<file path="config.mk">
export PLATFORM = sky130hd
export DESIGN_NAME = snake_tile_renderer
export DESIGN_NICKNAME = d
export VERILOG_FILES = /design/src/rtl/snake_tile_renderer.sv
export SDC_FILE = /design/constraint.sdc
export NUM_CORES = 2
export LEC_CHECK = 0
export BUFFER_PORTS_ARGS = -buffer_cell sky130_fd_sc_hd__buf_2
export CAP_MARGIN = 25
export CORE_ASPECT_RATIO = 0.9
export CORE_UTILIZATION = 46
export CTS_BUF_LIST = sky130_fd_sc_hd__clkbuf_8
export CTS_CLUSTER_SIZE = 12
export DETAILED_ROUTE_END_ITERATION = 8
export PLACE_DENSITY = 0.6
export SKIP_LAST_GASP = 1
export SYNTH_ARGS = -nofsm -noshare
export SYNTH_HDL_FRONTEND = slang
export SYNTH_SLANG_ARGS = --single-unit
</file>
<file path="constraint.sdc">
create_clock -name CLK -period 35.5 [get_ports CLK]
set_input_delay 0 -clock CLK [delete_from_list [all_inputs] [get_ports CLK]]
set_output_delay 0 -clock CLK [all_outputs]
set_load 0.03 [all_outputs]
</file>
<file path="src/rtl/snake_tile_renderer.sv">
// Snake playfield tile renderer: 2-bit tile map, wall border, clear sweep.
// Optional FOOD_BLINK_EN: food tiles blink with frame counter bit 4.
module snake_tile_renderer #(
    parameter int unsigned TILE_SHIFT = 4,
    parameter int unsigned COLS       = 40,
    parameter int unsigned ROWS       = 30,
    parameter logic [7:0]  C_BODY     = 8'h1C,
    parameter logic [7:0]  C_HEAD     = 8'hFC,
    parameter logic [7:0]  C_FOOD     = 8'hE0,
    parameter logic [7:0]  C_WALL     = 8'h92
) (
    input  logic       CLK,
    input  logic       RESET,
    input  logic [9:0] ADDRH,
    input  logic [8:0] ADDRV,
    input  logic       WR_EN,
    input  logic [5:0] WR_X,
    input  logic [4:0] WR_Y,
    input  logic [1:0] WR_TYPE,
    input  logic       CLEAR,
    output logic       BUSY,
    output logic       FRAME_TICK,
    output logic [7:0] COUT
);

    localparam int unsigned DEPTH = COLS * ROWS;
    localparam logic [10:0] LC    = 11'(COLS);
    localparam logic [10:0] LAST  = 11'(DEPTH - 1);

    typedef enum logic {ST_IDLE, ST_SWEEP} state_t;

    state_t      r_state;
    logic [10:0] r_sweep;
    logic        r_busy;
    logic [5:0]  r_frame;
    logic        r_zero_d;
    logic        r_tick;
    logic        r_vis;
    logic        r_border;
    logic [7:0]  r_cout;
    logic [1:0]  r_rd;
    logic [1:0]  r_map [0:DEPTH-1];

    logic [5:0]  w_tx;
    logic [4:0]  w_ty;
    logic        w_vis;
    logic        w_border;
    logic        w_zero;
    logic [10:0] w_raddr;
    logic        w_wr_ok;
    logic        w_we;
    logic [10:0] w_waddr;
    logic [1:0]  w_wdata;
    logic        w_food_on;
    logic [7:0]  w_tile_col;
    logic [7:0]  w_col;

    assign w_tx     = 6'(ADDRH >> TILE_SHIFT);
    assign w_ty     = 5'(ADDRV >> TILE_SHIFT);
    assign w_vis    = (ADDRH < 10'd640) && (ADDRV < 9'd480);
    assign w_border = (w_tx == 6'd0) || (w_tx == 6'(COLS - 1)) ||
                      (w_ty == 5'd0) || (w_ty == 5'(ROWS - 1));
    assign w_zero   = (ADDRH == 10'd0) && (ADDRV == 9'd0);
    // Off-screen tile coordinates can exceed the map, so park the read.
    assign w_raddr  = w_vis ? (11'(w_ty) * LC + 11'(w_tx)) : 11'd0;
    assign w_wr_ok  = WR_EN && (WR_X < 6'(COLS)) && (WR_Y < 5'(ROWS));

    always_comb begin
        w_we    = 1'b0;
        w_waddr = r_sweep;
        w_wdata = 2'd0;
        if (r_state == ST_SWEEP) begin
            w_we = 1'b1;
        end else if (w_wr_ok) begin
            w_we    = 1'b1;
            w_waddr = 11'(WR_Y) * LC + 11'(WR_X);
            w_wdata = WR_TYPE;
        end
    end

    always_ff @(posedge CLK) begin
        if (w_we)
            r_map[w_waddr] <= w_wdata;
        r_rd <= r_map[w_raddr];
    end

`ifdef FOOD_BLINK_EN
    assign w_food_on = ~r_frame[4];
`else
    logic w_unused_frame;
    assign w_food_on      = 1'b1;
    assign w_unused_frame = ^r_frame;
`endif

    always_comb begin
        w_tile_col = 8'h00;
        unique case (r_rd)
            2'd0: w_tile_col = 8'h00;
            2'd1: w_tile_col = C_BODY;
            2'd2: w_tile_col = C_HEAD;
            2'd3: w_tile_col = w_food_on ? C_FOOD : 8'h00;
        endcase
        w_col = !r_vis ? 8'h00 : (r_border ? C_WALL : w_tile_col);
    end

    always_ff @(posedge CLK or posedge RESET) begin
        if (RESET) begin
            r_state  <= ST_IDLE;
            r_sweep  <= 11'd0;
            r_busy   <= 1'b0;
            r_frame  <= 6'd0;
            r_zero_d <= 1'b0;
            r_tick   <= 1'b0;
            r_vis    <= 1'b0;
            r_border <= 1'b0;
            r_cout   <= 8'h00;
        end else begin
            r_vis    <= w_vis;
            r_border <= w_border;
            r_cout   <= w_col;
            r_zero_d <= w_zero;
            r_tick   <= w_zero && !r_zero_d;
            if (w_zero && !r_zero_d)
                r_frame <= r_frame + 6'd1;
            unique case (r_state)
                ST_IDLE: begin
                    if (CLEAR) begin
                        r_state <= ST_SWEEP;
                        r_sweep <= 11'd0;
                        r_busy  <= 1'b1;
                    end
                end
                ST_SWEEP: begin
                    if (r_sweep == LAST) begin
                        r_state <= ST_IDLE;
                        r_busy  <= 1'b0;
                    end else begin
                        r_sweep <= r_sweep + 11'd1;
                    end
                end
            endcase
        end
    end

    assign BUSY       = r_busy;
    assign FRAME_TICK = r_tick;
    assign COUT       = r_cout;

endmodule

</file>
==> impl_metrics.env <==
export IMPL_post_cts_setup_buffer_count=0
export IMPL_dieHeight_um=445.5
export IMPL_rsz_0062_raised_after_global_routing="false"
export IMPL_critical_path_class="flip-flop to flip-flop"
export IMPL_timing_critical_path_required_ns=36.27
export IMPL_share_clk_of_total_power_pct=36.8
export IMPL_detail_route_antenna_nets=0
export IMPL_main_combinational_cell_family_by_area_after_synthesis="simple AND/OR/NAND/NOR gates"
export IMPL_hold_viol=0
export IMPL_die_area_mm2=0.2204
export IMPL_pre_cts_slack_ns=29.87
export IMPL_place_gp_congestion=0.8822
export IMPL_area_growth_synth_to_final_pct=11.19
export IMPL_p_total_uw=6166
export IMPL_static_leakage_uw=0.03199
export IMPL_status="finished clean"
export IMPL_routed_via_count=66570
export IMPL_global_route_overflow_total=0
export IMPL_cts_resized=0
export IMPL_drt_drc_violations_left=0
export IMPL_start_util_pct=46.36
export IMPL_syn_num_nets=7017
export IMPL_clock_fmax_mhz=192.2
export IMPL_clk_path_buf_depth=4
export IMPL_postSynthRegisterBits=2424
export IMPL_vdd_drop_max_mv=0.04267
export IMPL_postSynthAreaPerCell_um2=14.45
export IMPL_grt_use_total_pct=30.61
export IMPL_hp_start="WR_Y[3]"
export IMPL_path_max_fanout=214
export IMPL_cts_inserted_buffers=396
export IMPL_r2r_start="r_state"
export IMPL_worst_endpoint_arrival_ns=5.97
export IMPL_hpwl_mm=190.7
export IMPL_grt_first_pass_wirelength_mm=478.2
export IMPL_setup_viol=0
export IMPL_max_cap_viol_count=0
export IMPL_postLayoutCoreUtil_pct=51.54
export IMPL_timing_slew_headroom_pct=18.26
export IMPL_ctsRootBufferMaster="clkbuf_8"
export IMPL_synth_compound_gate_area_share_pct=7.461
export IMPL_total_of_warnings_raised_by_yosys=0
export IMPL_post_route_min_period_ns=5.203
export IMPL_cts_htree_levels=5
export IMPL_beginning_of_the_critical_path="r_state"
export IMPL_numClockSinks=2424
export IMPL_totalNegativeSetupSlack_ns=0
export IMPL_io_buffer_count=44
export IMPL_yosys_cell_types=104
export IMPL_dr_pass1_iters=6
export IMPL_post_synth_main_area_contributors="edfxtp_1, nor2_1, mux4_2, mux2i_1, nand2_1"
export IMPL_power_share_combinational_pct=12.1
export IMPL_power_per_cell_area_mw_per_mm2=55.16
export IMPL_power_switching_uw=1733
export IMPL_synth_enable_flop_cells=2400
export IMPL_synth_mux_area_share_pct=7.559
export IMPL_floorplan_core_area_mm2=0.2169
export IMPL_tightest_hold_check_type="input pin to flip-flop"
export IMPL_ctsHoldBuffers=37
export IMPL_worstMarginPinSlew_ns=1.226
export IMPL_number_of_nets_at_the_end_of_the_flow=7162
export IMPL_synth_top_area_cell="edfxtp_1"
export IMPL_drive_above_1_share_pct=15.29
export IMPL_drt_initial_drc_count=10870
export IMPL_synth_top_cell_area_share_pct=71.68
export IMPL_grt_start_max_net_pins=234
export IMPL_grt_pass1_vias=63930
export IMPL_drt_vias_per_instance=6.480
export IMPL_synth_xor_xnor_area_share_pct=0.1742
export IMPL_io_pin_count=46
export IMPL_final_setup_skew_ns=0.1169
export IMPL_cts_tree="yes"
export IMPL_setup_ws_final_ns=30.30
export IMPL_post_synth_inst_count=6956
export IMPL_seq_power_share_pct=51.1
export IMPL_synth_ff_type="edfxtp_1"
export IMPL_timing_final_crit_share_pct=14.66
export IMPL_async_reset_ff_share_pct=0.9076
export IMPL_worst_setup_ep_type="flip-flop"
export IMPL_avgRoutedWirePerCell_um=33.28
export IMPL_worstSkewPairLatency_ns=1.14
export IMPL_sequential_fraction_of_the_synthesis_area_pct=72.27
export IMPL_post_synth_fa_ha_maj_area_fraction_pct=0.3410
export IMPL_detail_route_wirelength_mm=341.9
export IMPL_worst_setup_hold_path_clk_slew_ns=0.07
export IMPL_fp_dieW_um=494.8
export IMPL_synthesis_area_mm2=0.1005
export IMPL_internal_power_uw=4433
export IMPL_antenna_found_initial=23
export IMPL_yosys_area_share_simple_pct=9.428
export IMPL_p_sw_share_pct=28.10
export IMPL_worst_setup_path_start_kind="flip-flop"
export IMPL_slew_viol_final=0
export IMPL_rows=162
-- worst paths after layout --
check | cells after the start | slack, ns | end
max in group asynchronous | 5 | 35.03 | r_sweep[9]
max reg2reg | 8 | 30.30 | r_map[231][1]
min reg2reg | 1 | 0.53 | COUT[1]
max | 8 | 30.30 | r_map[231][1]
min in group asynchronous | 4 | 0.04 | r_border
min | 5 | 0.009 | r_map[587][0]
-- metal layers --
metal	track usage [%]	vias up	share of wire, %
met1	43.15	34010	39
met3	7.350	836	12
met2	45.46	4756	44
met4	12.82	16	4.6
li1	-	26960	-
met5	0	-	0.034
-- cell usage in the layout (no fill, tap or decap), drive strengths merged, types with 29 or more instances in the layout --
cell type,netlist,layout
edfxtp,2400,2400
nor2,1399,1399
nand2,406,406
clkbuf,304,400
mux2i,307,307
buf,266,280
o22ai,210,210
a21oi,204,204
o21ai,164,164
clkinv,0,151
inv,30,148
mux4,145,145
mux2,112,112
o221ai,106,106
nand3,99,99
nor3,91,91
a211oi,77,77
a31oi,43,43
nor4,39,39
dlygate4sd3,0,37
o211ai,32,32
nand4,29,29
-- Yosys cell counts (32+ instances only) --
cell,n
a211oi_1,75
a21oi_1,204
a31oi_1,43
buf_1,43
buf_2,154
buf_4,50
clkbuf_1,304
edfxtp_1,2400
mux2_2,112
mux2i_1,307
mux4_2,145
nand2_1,406
nand3_1,97
nor2_1,1398
nor3_1,82
nor4_1,34
o211ai_1,32
o21ai_0,154
o221ai_1,105
o22ai_1,210
-- critical path: stages, from the launching register on --
cell and delay, ns:
dfrtp_1 0.47, inv_1 0.22, nand4_1 0.23, dlygate4sd3_1 0.67, nor2_4 0.11, buf_12 0.61, buf_12 0.52, buf_4 0.89
buf_4 0.71
-- cell families after synthesis --
logic type,Yosys count
adder cells (fa/ha/maj),25
flip-flops,2424
AND/OR/NAND/NOR,2222
AO/OA/AOI/OAI,1100
XOR/XNOR,20
other,1
multiplexers,564
buffers and inverters,600
-- stage by stage --
| stage | area (um^2) | std cells | hold WS (ns) |
|---|---|---|---|
| global route | 111800 | 10270 | 0.06444 |
| floorplan | 100500 | 6956 | -0.01077 |
| global placement | 103800 | 9511 | 0.2711 |
| detailed placement | 104200 | 9529 | 0.2873 |
| finish | 111800 | 10270 | 0.009021 |
| CTS | 111600 | 10260 | 0.003224 |
-- state kept, by name, summed over array words and instances, names as in the netlist --
register,flops
COUT,5
r_map,2400
BUSY,1
r_sweep,11
r_state,1
r_rd,2
r_zero_d,1
FRAME_TICK,1
r_border,1
r_vis,1
-- power groups by stage --
stage | clock network (uW) | registers [uW] | logic [uW]
3_3_place_gp | 0 | 3210 | 701
6_report | 2270 | 3150 | 747
2_1_floorplan | 0 | 3220 | 325
3_5_place_dp | 0 | 3210 | 712
5_1_grt | 2400 | 3150 | 744
4_1_cts | 2280 | 3150 | 716
-- area by class of cell --
cell class	count	area, um^2
Antenna cell	11	27.53
Clock buffer	400	5505
Clock inverter	289	1553
Fill cell	18290	105100
Inverter	30	117.6
Multi-Input combinational cell	3932	25490
Sequential cell	2424	72660
Tap cell	2870	3591
Timing Repair Buffer	317	2848
(Power assumes the default switching activity.)
